$ cat src/rtl/idx_seq_pkg.sv
// Shared definitions for the index sequencer: FSM state encoding and default width.
package idx_seq_pkg;

   localparam int N_DEFAULT = 3;

   typedef enum logic [1:0] {
      ST_IDLE = 2'd0,
      ST_RUN  = 2'd1,
      ST_DONE = 2'd2
   } state_e;

endpackage

$ cat src/rtl/idx_seq_if.sv
// Control and status bundle between a sweep controller and the index sequencer.
interface idx_seq_if
   import idx_seq_pkg::*;
#(
   parameter int N = N_DEFAULT
);
   logic         start;
   logic         stop;
   logic         en;
   logic         dir;
   logic         cont;
   logic [N-1:0] limit;
   logic [N-1:0] binary;
   logic         valid;
   logic         busy;
   logic         done;
   logic         wrap;

   modport master (
      output start, stop, en, dir, cont, limit,
      input  binary, valid, busy, done, wrap
   );

   modport slave (
      input  start, stop, en, dir, cont, limit,
      output binary, valid, busy, done, wrap
   );
endinterface

$ cat src/rtl/idx_seq.sv
// Index sequencer: sweeps a registered N-bit index up or down to a latched limit,
// either once (ending in a done pulse) or continuously (with a wrap pulse per restart).
module idx_seq
   import idx_seq_pkg::*;
#(
   parameter int N = N_DEFAULT
) (
   input  logic     clk,
   input  logic     rst,
   idx_seq_if.slave bus
);

   localparam logic [N-1:0] ONE = N'(1);

   state_e       state_q, state_d;
   logic [N-1:0] bin_q,   bin_d;
   logic         valid_q, valid_d;
   logic         busy_q,  busy_d;
   logic         done_q,  done_d;
   logic         wrap_q,  wrap_d;
   logic         dir_q,   dir_d;
   logic         cont_q,  cont_d;
   logic [N-1:0] limit_q, limit_d;
   logic         at_end;
   logic         accept;

   function automatic logic [N-1:0] first_idx(input logic dir, input logic [N-1:0] lim);
      return dir ? lim : '0;
   endfunction

   function automatic logic [N-1:0] step_idx(input logic dir, input logic [N-1:0] cur);
      return dir ? (cur - ONE) : (cur + ONE);
   endfunction

   // Endpoint is judged only against the latched sweep parameters.
   assign at_end = dir_q ? (bin_q == '0) : (bin_q == limit_q);
   assign accept = bus.start && !bus.stop;

   always_ff @(posedge clk) begin
      if (rst) begin
         state_q <= ST_IDLE;
         bin_q   <= '0;
         valid_q <= 1'b0;
         busy_q  <= 1'b0;
         done_q  <= 1'b0;
         wrap_q  <= 1'b0;
         dir_q   <= 1'b0;
         cont_q  <= 1'b0;
         limit_q <= '0;
      end else begin
         state_q <= state_d;
         bin_q   <= bin_d;
         valid_q <= valid_d;
         busy_q  <= busy_d;
         done_q  <= done_d;
         wrap_q  <= wrap_d;
         dir_q   <= dir_d;
         cont_q  <= cont_d;
         limit_q <= limit_d;
      end
   end

   always_comb begin
      state_d = state_q;
      bin_d   = bin_q;
      valid_d = valid_q;
      busy_d  = busy_q;
      done_d  = 1'b0;
      wrap_d  = 1'b0;
      dir_d   = dir_q;
      cont_d  = cont_q;
      limit_d = limit_q;

      case (state_q)
         ST_IDLE, ST_DONE: begin
            state_d = ST_IDLE;
            valid_d = 1'b0;
            busy_d  = 1'b0;
            if (accept) begin
               dir_d   = bus.dir;
               cont_d  = bus.cont;
               limit_d = bus.limit;
               bin_d   = first_idx(bus.dir, bus.limit);
               valid_d = 1'b1;
               busy_d  = 1'b1;
               state_d = ST_RUN;
            end
         end

         ST_RUN: begin
            // Priority: stop, then restart, then stepping/endpoint handling.
            if (bus.stop) begin
               state_d = ST_IDLE;
               valid_d = 1'b0;
               busy_d  = 1'b0;
            end else if (bus.start) begin
               dir_d   = bus.dir;
               cont_d  = bus.cont;
               limit_d = bus.limit;
               bin_d   = first_idx(bus.dir, bus.limit);
               valid_d = 1'b1;
               busy_d  = 1'b1;
            end else if (bus.en) begin
               if (!at_end) begin
                  bin_d = step_idx(dir_q, bin_q);
               end else if (cont_q) begin
                  bin_d  = first_idx(dir_q, limit_q);
                  wrap_d = 1'b1;
               end else begin
                  state_d = ST_DONE;
                  valid_d = 1'b0;
                  busy_d  = 1'b0;
                  done_d  = 1'b1;
               end
            end
         end

         default: begin
            state_d = ST_IDLE;
            valid_d = 1'b0;
            busy_d  = 1'b0;
         end
      endcase
   end

   assign bus.binary = bin_q;
   assign bus.valid  = valid_q;
   assign bus.busy   = busy_q;
   assign bus.done   = done_q;
   assign bus.wrap   = wrap_q;

endmodule

$ cat src/flat_wrapper.sv
// flat-port wrapper written by rule: the top's interface ports become plain ports
module idx_seq_flat import idx_seq_pkg::*;
#(
   parameter int N = N_DEFAULT
)
  (clk, rst, bus_start, bus_stop, bus_en, bus_dir, bus_cont, bus_limit, bus_binary, bus_valid, bus_busy, bus_done, bus_wrap);
  idx_seq_if #(.N(N)) bus_i ();
  input  logic clk;
  input  logic rst;
  input wire logic [$bits(bus_i.start)-1:0] bus_start;
  input wire logic [$bits(bus_i.stop)-1:0] bus_stop;
  input wire logic [$bits(bus_i.en)-1:0] bus_en;
  input wire logic [$bits(bus_i.dir)-1:0] bus_dir;
  input wire logic [$bits(bus_i.cont)-1:0] bus_cont;
  input wire logic [$bits(bus_i.limit)-1:0] bus_limit;
  output wire logic [$bits(bus_i.binary)-1:0] bus_binary;
  output wire logic [$bits(bus_i.valid)-1:0] bus_valid;
  output wire logic [$bits(bus_i.busy)-1:0] bus_busy;
  output wire logic [$bits(bus_i.done)-1:0] bus_done;
  output wire logic [$bits(bus_i.wrap)-1:0] bus_wrap;
  assign bus_i.start = bus_start;
  assign bus_i.stop = bus_stop;
  assign bus_i.en = bus_en;
  assign bus_i.dir = bus_dir;
  assign bus_i.cont = bus_cont;
  assign bus_i.limit = bus_limit;
  assign bus_binary = bus_i.binary;
  assign bus_valid = bus_i.valid;
  assign bus_busy = bus_i.busy;
  assign bus_done = bus_i.done;
  assign bus_wrap = bus_i.wrap;
  idx_seq #(.N(N)) u_core (.clk(clk), .rst(rst), .bus(bus_i));
endmodule
$ cat config.mk
export PLATFORM = sky130hd
export DESIGN_NAME = idx_seq_flat
export DESIGN_NICKNAME = d
export VERILOG_FILES = /design/src/rtl/idx_seq_pkg.sv /design/src/rtl/idx_seq_if.sv /design/src/rtl/idx_seq.sv /design/src/flat_wrapper.sv
export SDC_FILE = /design/constraint.sdc
export NUM_CORES = 1
export LEC_CHECK = 0
export ABC_AREA = 1
export CAP_MARGIN = 20
export CORE_MARGIN = 3
export CORE_UTILIZATION = 52
export CTS_CLUSTER_DIAMETER = 120
export DETAILED_ROUTE_END_ITERATION = 7
export PLACE_DENSITY = 0.82
export REMOVE_ABC_BUFFERS = 1
export SLEW_MARGIN = 30
export SYNTH_ARGS = -nofsm -noshare
export SYNTH_HDL_FRONTEND = slang
export SYNTH_SLANG_ARGS = --single-unit
$ cat constraint.sdc
create_clock -name clk -period 2.8 [get_ports clk]
set_clock_uncertainty 0.1 [all_clocks]
set_input_delay 0.42 -clock clk [delete_from_list [all_inputs] [get_ports clk]]
set_output_delay 0.42 -clock clk [all_outputs]
set_load 0.03 [all_outputs]
==> results of run 1 <==
-- where the power goes --
part / switching (mW) / leakage, nW / internal, mW / total, mW
Sequential: 0.00914 / 0.107 / 0.196 / 0.205
Combinational: 0.0899 / 0.323 / 0.0564 / 0.146
Clock: 0.0642 / 0.0177 / 0.0532 / 0.117
Total: 0.163 / 0.447 / 0.306 / 0.469
-- kinds of logic (layout without fill, tap and decap cells) --
kind of cell               Yosys count  after routing  synth area share [%]
and+or+nand+nor                     65             65                  41.5
DFF                                 13             13                  33.3
AOI/OAI and AO/OA                   18             18                  13.0
adders and majority gates            1              1                  2.56
buffers and inverters               19             38                  9.62
-- state kept, by name, indices dropped and copies added, names as in the netlist --
name               count
u_core.bus.binary      3
u_core.limit_q         3
u_core.state_q         2
u_core.bus.busy        1
u_core.bus.done        1
u_core.bus.wrap        1
u_core.cont_q          1
u_core.dir_q           1
-- layer usage --
layer / vias to the layer above / GRT usage (%) / share of wire, %
met4: 0 / 11.4 / 2.9
li1: 402 / - / -
met2: 20 / 35.8 / 50
met3: 9 / 7.17 / 5.0
met1: 339 / 25.1 / 42
met5: - / 0 / 0
-- how the worst min path moves through the flow --
stage / startpoint / depth (start not counted) / to
after floorplan: u_core.limit_q[2] / 2 / u_core.limit_q[2]
after global placement: u_core.bus.busy / 2 / u_core.bus.busy
after detailed placement: u_core.bus.busy / 2 / u_core.bus.busy
after CTS: u_core.limit_q[2] / 2 / u_core.limit_q[2]
after global routing: u_core.bus.busy / 2 / u_core.bus.busy
final: u_core.bus.busy / 2 / u_core.bus.busy
-- cells in the final DEF, fill, tap and decap left out --
cell	instances
sky130_fd_sc_hd__dfxtp_1	13
sky130_fd_sc_hd__nand3_2	3
sky130_fd_sc_hd__nor3_4	1
sky130_fd_sc_hd__a21oi_1	7
sky130_fd_sc_hd__nand3_1	7
sky130_fd_sc_hd__nor2_2	4
sky130_fd_sc_hd__inv_2	6
sky130_fd_sc_hd__nor3b_1	1
sky130_fd_sc_hd__nor2_1	10
sky130_fd_sc_hd__inv_1	12
sky130_fd_sc_hd__nand2_1	31
sky130_fd_sc_hd__nand2_2	6
sky130_fd_sc_hd__nand2_4	1
sky130_fd_sc_hd__clkinv_2	1
sky130_fd_sc_hd__clkdlybuf4s50_1	16
sky130_fd_sc_hd__fa_1	1
sky130_fd_sc_hd__clkbuf_4	3
sky130_fd_sc_hd__o21ai_2	3
sky130_fd_sc_hd__nand3b_1	1
sky130_fd_sc_hd__o21ai_0	8
-- cell type report --
cell class / count / share of cell area, %
Inverter: 18 / 6.90
Clock buffer: 3 / 2.30
Sequential cell: 13 / 26.6
Clock inverter: 1 / 0.511
Multi-Input combinational cell: 84 / 45.5
Tap cell: 15 / 1.92
Timing Repair Buffer: 16 / 16.3
-- cell usage after synthesis --
| cell type | count |
|---|---|
| sky130_fd_sc_hd__nand2_1 | 31 |
| sky130_fd_sc_hd__dfxtp_1 | 13 |
| sky130_fd_sc_hd__inv_1 | 12 |
| sky130_fd_sc_hd__nor2_1 | 10 |
| sky130_fd_sc_hd__o21ai_0 | 8 |
| sky130_fd_sc_hd__a21oi_1 | 7 |
| sky130_fd_sc_hd__nand3_1 | 7 |
| sky130_fd_sc_hd__inv_2 | 6 |
| sky130_fd_sc_hd__nand2_2 | 6 |
| sky130_fd_sc_hd__nor2_2 | 4 |
| sky130_fd_sc_hd__nand3_2 | 3 |
| sky130_fd_sc_hd__o21ai_2 | 3 |
| sky130_fd_sc_hd__buf_4 | 1 |
| sky130_fd_sc_hd__fa_1 | 1 |
| sky130_fd_sc_hd__nand2_4 | 1 |
| sky130_fd_sc_hd__nand3b_1 | 1 |
| sky130_fd_sc_hd__nor3_4 | 1 |
| sky130_fd_sc_hd__nor3b_1 | 1 |
-- stage by stage --
stage          cell area (um^2)  worst slack, ps  power (mW)  hold WS (ps)  std cells
6_report                    980              897       0.469           397        150
3_3_place_gp                952              864       0.352           371        146
2_1_floorplan               773              955       0.308           357        115
4_1_cts                     980              892       0.473           402        150
5_1_grt                     980              851       0.505           423        150
3_5_place_dp                952              823       0.356           384        146
==> results.rst, run 1 <==
.. list-table::
   :header-rows: 1

   * - Metric
     - Value
   * - Run status
     - finished, final reports clean
   * - Total die area
     - roughly 0.0020 mm^2
   * - Final hold vios
     - 0
   * - Global-route wire length before repair
     - 3.17 mm
   * - Combined buffer and inverter count along the critical path
     - 1
   * - Core Util, Final
     - between 70 and 80%
   * - Area of the mapped netlist
     - 781 um^2
   * - Setup Buffers After CTS
     - 0
   * - Initial antenna violation count
     - 0
   * - Endpoint of the most critical setup path
     - bus_binary[2]
   * - Number of fill cells
     - 119
   * - Number of port buffers
     - 16
   * - Startpoint types
     - register
   * - Slew HR
     - 72.0%
   * - Series of cell instances along the critical path
     - clkdlybuf4s50_1
   * - Placeable core region
     - 0.00135 mm^2
   * - Total I/O pin count
     - 17
   * - Number of global-route vias before repair
     - 766
   * - Slowest library cell on the worst path
     - sky130_fd_sc_hd__clkdlybuf4s50_1
   * - Final global-route overflow total
     - 0
   * - Leakage power figure
     - 0.447 nW
   * - Highest clock frequency the design can meet
     - roughly 530 MHz
   * - Accumulated negative setup slack
     - 0 ps
   * - Post-synthesis cell count
     - 116
   * - Share of the cycle needed by the critical path after routing
     - between 60 and 70%
   * - TritonCTS clock tree
     - built
   * - Min cycle time layout
     - around 1900 ps
   * - Slowest stage delay, CP
     - 700 ps
   * - Length of the first detailed-routing pass in iterations
     - 4
   * - Overall routing resource usage
     - between 20 and 25%
   * - Die X
     - 44.8 um
   * - Origin of the worst setup path
     - u_core.bus.binary[2]
   * - Sequential standard cell area
     - 260 um^2
   * - Number of slew-limit violations in the final report
     - 0
   * - Clock insertion delay at the later pin of the skew report
     - a little under 300 ps
   * - Initial standard-cell utilization of the core
     - 57.8%
   * - Wire length reported by the detailed router
     - 1.76 mm
   * - Portion of synthesized cell area occupied by the leading cell type
     - 33.3%
   * - Antenna diodes
     - 0
   * - Setup repair after global routing missed its margin
     - false
   * - Power per cell area
     - 479 mW/mm^2
   * - Type of the worst setup path
     - register to primary output
   * - Clk slew on worst S/H paths
     - approximately 80 ps
   * - Count of cells resized by post-cts repair
     - 0
   * - Register area share after synthesis
     - 33.3%
   * - Half-perimeter wire length of the detailed placement result
     - between 1 and 1.5 mm
   * - Cell taking the most area after synthesis
     - sky130_fd_sc_hd__dfxtp_1
   * - R2r setup slk
     - 1040 ps
   * - Root buf cell
     - sky130_fd_sc_hd__clkbuf_4
   * - Number of synthesized register bits
     - 13
   * - Sinks on Clock Net
     - 13
   * - Final Setup Violations
     - 0
   * - Final GP Congestion
     - 0.885
   * - Number of vias per cell
     - between 5 and 6
   * - Fraction of final layout cells with drive strength greater than 1
     - 20.7%
   * - Floorplan die height
     - 44.8 um
   * - Logic depth of the worst register-to-register path
     - 9
   * - Endpoint kind of the worst setup timing path
     - primary output
   * - Arrival time of data at the critical path endpoint
     - 1380 ps
   * - Logic depth of the worst setup path including buffers
     - 1
   * - Cell types with the largest area share after synthesis
     - sky130_fd_sc_hd__dfxtp_1 33%, sky130_fd_sc_hd__nand2_1 15%, sky130_fd_sc_hd__inv_1 5.8%, sky130_fd_sc_hd__o21ai_0 5.1%, sky130_fd_sc_hd__nand2_2 4.8%
   * - Floorplan row count
     - 13
   * - Number of buffers created by CTS
     - 3
   * - Hold Path Class
     - register to register
   * - Maximum fanout along the worst path
     - 4
   * - Data required time of the worst path
     - approximately 2300 ps
   * - Htree depth
     - 1
   * - Count of synthesis-stage warnings from yosys
     - 0
   * - Final ANT Viol Nets
     - 0
   * - Final nets
     - 147
   * - Syn_area_per_cell
     - 6.73 um^2
   * - Hold_buf cts
     - 0
   * - Worst-case vdd ir drop
     - 0.324 mV
   * - Total via count in the routed design
     - 770
   * - Number of buffers on the longest clock path
     - 2
   * - Number of DRC markers in iteration 0
     - 17
   * - Slew at the pin closest to its max-slew limit
     - 420 ps
   * - Startpoint of the lowest-slack register-to-register path
     - u_core.bus.binary[0]
   * - Detail-routed net length per standard cell
     - 11.7 um
   * - Synthesis-to-finish area growth
     - 25.5%
   * - Netlist cell types
     - 18
   * - Number of DRC violations after detailed routing
     - 0
   * - Max-cap violations
     - 0
   * - Cell type group with the largest total delay on the critical path
     - buffers and inverters
   * - Worst reg2reg path endpoint
     - u_core.bus.binary[2]
   * - Maximum number of pins on one net before global-route repair
     - 11
   * - Multi-input gate area in the final layout
     - 445 um^2
Power figures use the tool's default switching activity.
==> run 2: changes to the inputs <==
Settings changed: CORE_ASPECT_RATIO from default to 1.25, CORE_UTILIZATION 52 to 48, PLACE_DENSITY 0.82 to 0.76.
Clock period 2.8 ns to 2 ns, I/O delays scaled along.
==> results.rst, run 2 (synthesis results as in run 1) <==
.. list-table::
   :header-rows: 1

   * - Metric
     - Value
   * - Fraction of final layout cells with drive strength greater than 1
     - 20.0% (was 20.7%)
   * - Total via count in the routed design
     - 786 (was 770)
   * - Total I/O pin count
     - 17 (unchanged)
   * - Final Setup Violations
     - 0 (unchanged)
   * - Final ANT Viol Nets
     - 0 (unchanged)
   * - Hold_buf cts
     - 0 (unchanged)
   * - Most common cell after layout, fill and taps aside
     - sky130_fd_sc_hd__nand2_1 (unchanged)
   * - Endpoint kind of the worst setup timing path
     - primary output (unchanged)
   * - Max-cap violations
     - 0 (unchanged)
   * - Number of DRC violations after detailed routing
     - 0 (unchanged)
   * - Accumulated negative setup slack
     - 0 ps (unchanged)
   * - Data required time of the worst path
     - 1600 ps (was 2280 ps)
   * - Initial standard-cell utilization of the core
     - 54.0% (was 57.8%)
   * - Worst-case vdd ir drop
     - 0.337 mV (was 0.324 mV)
   * - Min cycle time layout
     - ~1800 ps
   * - Overall routing resource usage
     - 16.5% (was 21.9%)
   * - Clk slew on worst S/H paths
     - 80 ps (about the same)
   * - Htree depth
     - 1 (unchanged)
   * - Highest clock frequency the design can meet
     - 570 MHz
   * - Maximum number of pins on one net before global-route repair
     - 11 (unchanged)
   * - Leakage power figure
     - 0.444 nW (was 0.447 nW)
   * - Floorplan die height
     - 51.1 um (was 44.8 um)
   * - Number of fill cells
     - 138 (was 119)
   * - Sinks on Clock Net
     - 13 (unchanged)
   * - Number of slew-limit violations in the final report
     - 0 (unchanged)
   * - Floorplan row count
     - 15 (was 13)
   * - Slowest stage delay, CP
     - 690 ps (was 700 ps)
   * - Series of cell instances along the critical path
     - clkdlybuf4s50_1 (unchanged)
   * - Placeable core region
     - 0.00145 mm^2 (was 0.00135 mm^2)
   * - Post-placement worst setup slack
     - 146 ps (was 823 ps)
   * - Number of buffers created by CTS
     - 3 (unchanged)
   * - Initial antenna violation count
     - 0 (unchanged)
   * - Slew HR
     - 75.3% (was 72.0%)
   * - TritonCTS clock tree
     - built (unchanged)
   * - Setup ws final
     - 246 ps (was 897 ps)
   * - Final hold vios
     - 0 (unchanged)
   * - Count of cells resized by post-cts repair
     - 0 (unchanged)
   * - Commonest non-fill, non-tap cells in the layout
     - 31 x sky130_fd_sc_hd__nand2_1, 16 x sky130_fd_sc_hd__clkdlybuf4s50_1, 13 x sky130_fd_sc_hd__dfxtp_1 (unchanged)
   * - Root buf cell
     - sky130_fd_sc_hd__clkbuf_4 (unchanged)
   * - Top routing layer in use
     - met4 (unchanged)
   * - Maximum fanout along the worst path
     - 5 (was 4)
   * - Global-route wire length before repair
     - 2.73 mm (was 3.17 mm)
   * - Type of the worst setup path
     - register to primary output (unchanged)
   * - Hold Path Class
     - register to register (unchanged)
   * - Synthesis-to-finish area growth
     - 25.6% (was 25.5%)
   * - Final nets
     - 147 (unchanged)
   * - Run status
     - finished, final reports clean (unchanged)
   * - Number of vias per cell
     - 5.17 (was 5.13)
   * - Die X
     - 42.1 um (was 44.8 um)
   * - Routed met2 length
     - 868 um (was 870 um)
   * - Length of the first detailed-routing pass in iterations
     - 4 (unchanged)
   * - Half-perimeter wire length of the detailed placement result
     - 1.33 mm (was 1.43 mm)
   * - Setup Buffers After CTS
     - 0 (unchanged)
   * - Number of port buffers
     - 16 (unchanged)
   * - Slew at the pin closest to its max-slew limit
     - 371 ps (was 420 ps)
   * - Final global-route overflow total
     - 0 (unchanged)
   * - Total die area
     - 0.00215 mm^2 (was 0.00200 mm^2)
   * - Number of buffers on the longest clock path
     - 2 (unchanged)
   * - Final GP Congestion
     - 0.814 (was 0.885)
   * - Antenna diodes
     - 0 (unchanged)
   * - Cell type group with the largest total delay on the critical path
     - buffers and inverters (unchanged)
   * - Wire length reported by the detailed router
     - 1.64 mm (was 1.76 mm)
   * - Arrival time of data at the critical path endpoint
     - 1350 ps (was 1380 ps)
   * - Startpoint types
     - register (unchanged)
   * - Met3 wire len
     - 73 um (was 88 um)
   * - Setup repair after global routing missed its margin
     - false (unchanged)
   * - Number of DRC markers in iteration 0
     - 18 (was 17)
   * - Clock insertion delay at the later pin of the skew report
     - 270 ps (was 290 ps)
   * - Combined buffer and inverter count along the critical path
     - 1 (unchanged)
   * - Detail-routed net length per standard cell
     - 10.8 um (was 11.7 um)
   * - Share of the cycle needed by the critical path after routing
     - 87.7%
   * - Power per cell area
     - 661 mW/mm^2 (was 479 mW/mm^2)
   * - Slowest library cell on the worst path
     - sky130_fd_sc_hd__clkdlybuf4s50_1 (unchanged)
   * - Routed met1 length
     - 675 um (was 746 um)
   * - Number of global-route vias before repair
     - 711 (was 766)
==> run 2: cell count changes in the layout (fill, tap and decap cells not counted), sizes merged <==
cell	before	now
clkinv	1	0
clkbuf	3	4
==> run 2: metal layers <==
metal	up-vias	global-route usage, %
met3	6	3.87
met4	0	7.25
met5	-	0
met2	20	32.5
li1	407	-
met1	353	15.9
==> run 2: path summary, 6_finish.rpt <==
path	from	endpoint	slack, ps	depth (start not counted)
setup / recovery	u_core.bus.binary[0]	bus_binary[0]	250	1
hold / removal	u_core.limit_q[2]	u_core.limit_q[2]	400	2
setup reg to reg	u_core.bus.binary[0]	u_core.bus.binary[2]	250	9
hold reg to reg	u_core.limit_q[2]	u_core.limit_q[2]	400	2
==> run 2: metrics by stage <==
stage	std cells	utilization, %	hold WS [ps]	instance area, um^2	total power, mW
after global routing	152	67.9	444	981	0.689
after CTS	152	67.9	404	981	0.653
final	152	67.9	401	981	0.648
after global placement	148	66.1	375	955	0.491
after detailed placement	148	66.1	383	955	0.496
after floorplan	115	-	320	773	0.431
==> run 2: layout make-up <==
class | instances | area, um^2 | area share [%]
repair buffers | 16 | 160 | 16.3
well taps | 17 | 21.3 | 2.17
multi-input cells | 84 | 445 | 45.4
inverters | 18 | 67.6 | 6.89
flip-flops and latches | 13 | 260 | 26.5
clock buffers | 4 | 26.3 | 2.68
==> run 2: power breakdown <==
group	internal, mW	leakage, nW	switching, mW	total, mW
sequential	0.275	0.107	0.0123	0.287
clock	0.0772	0.0150	0.0811	0.158
combinational	0.0795	0.323	0.123	0.203
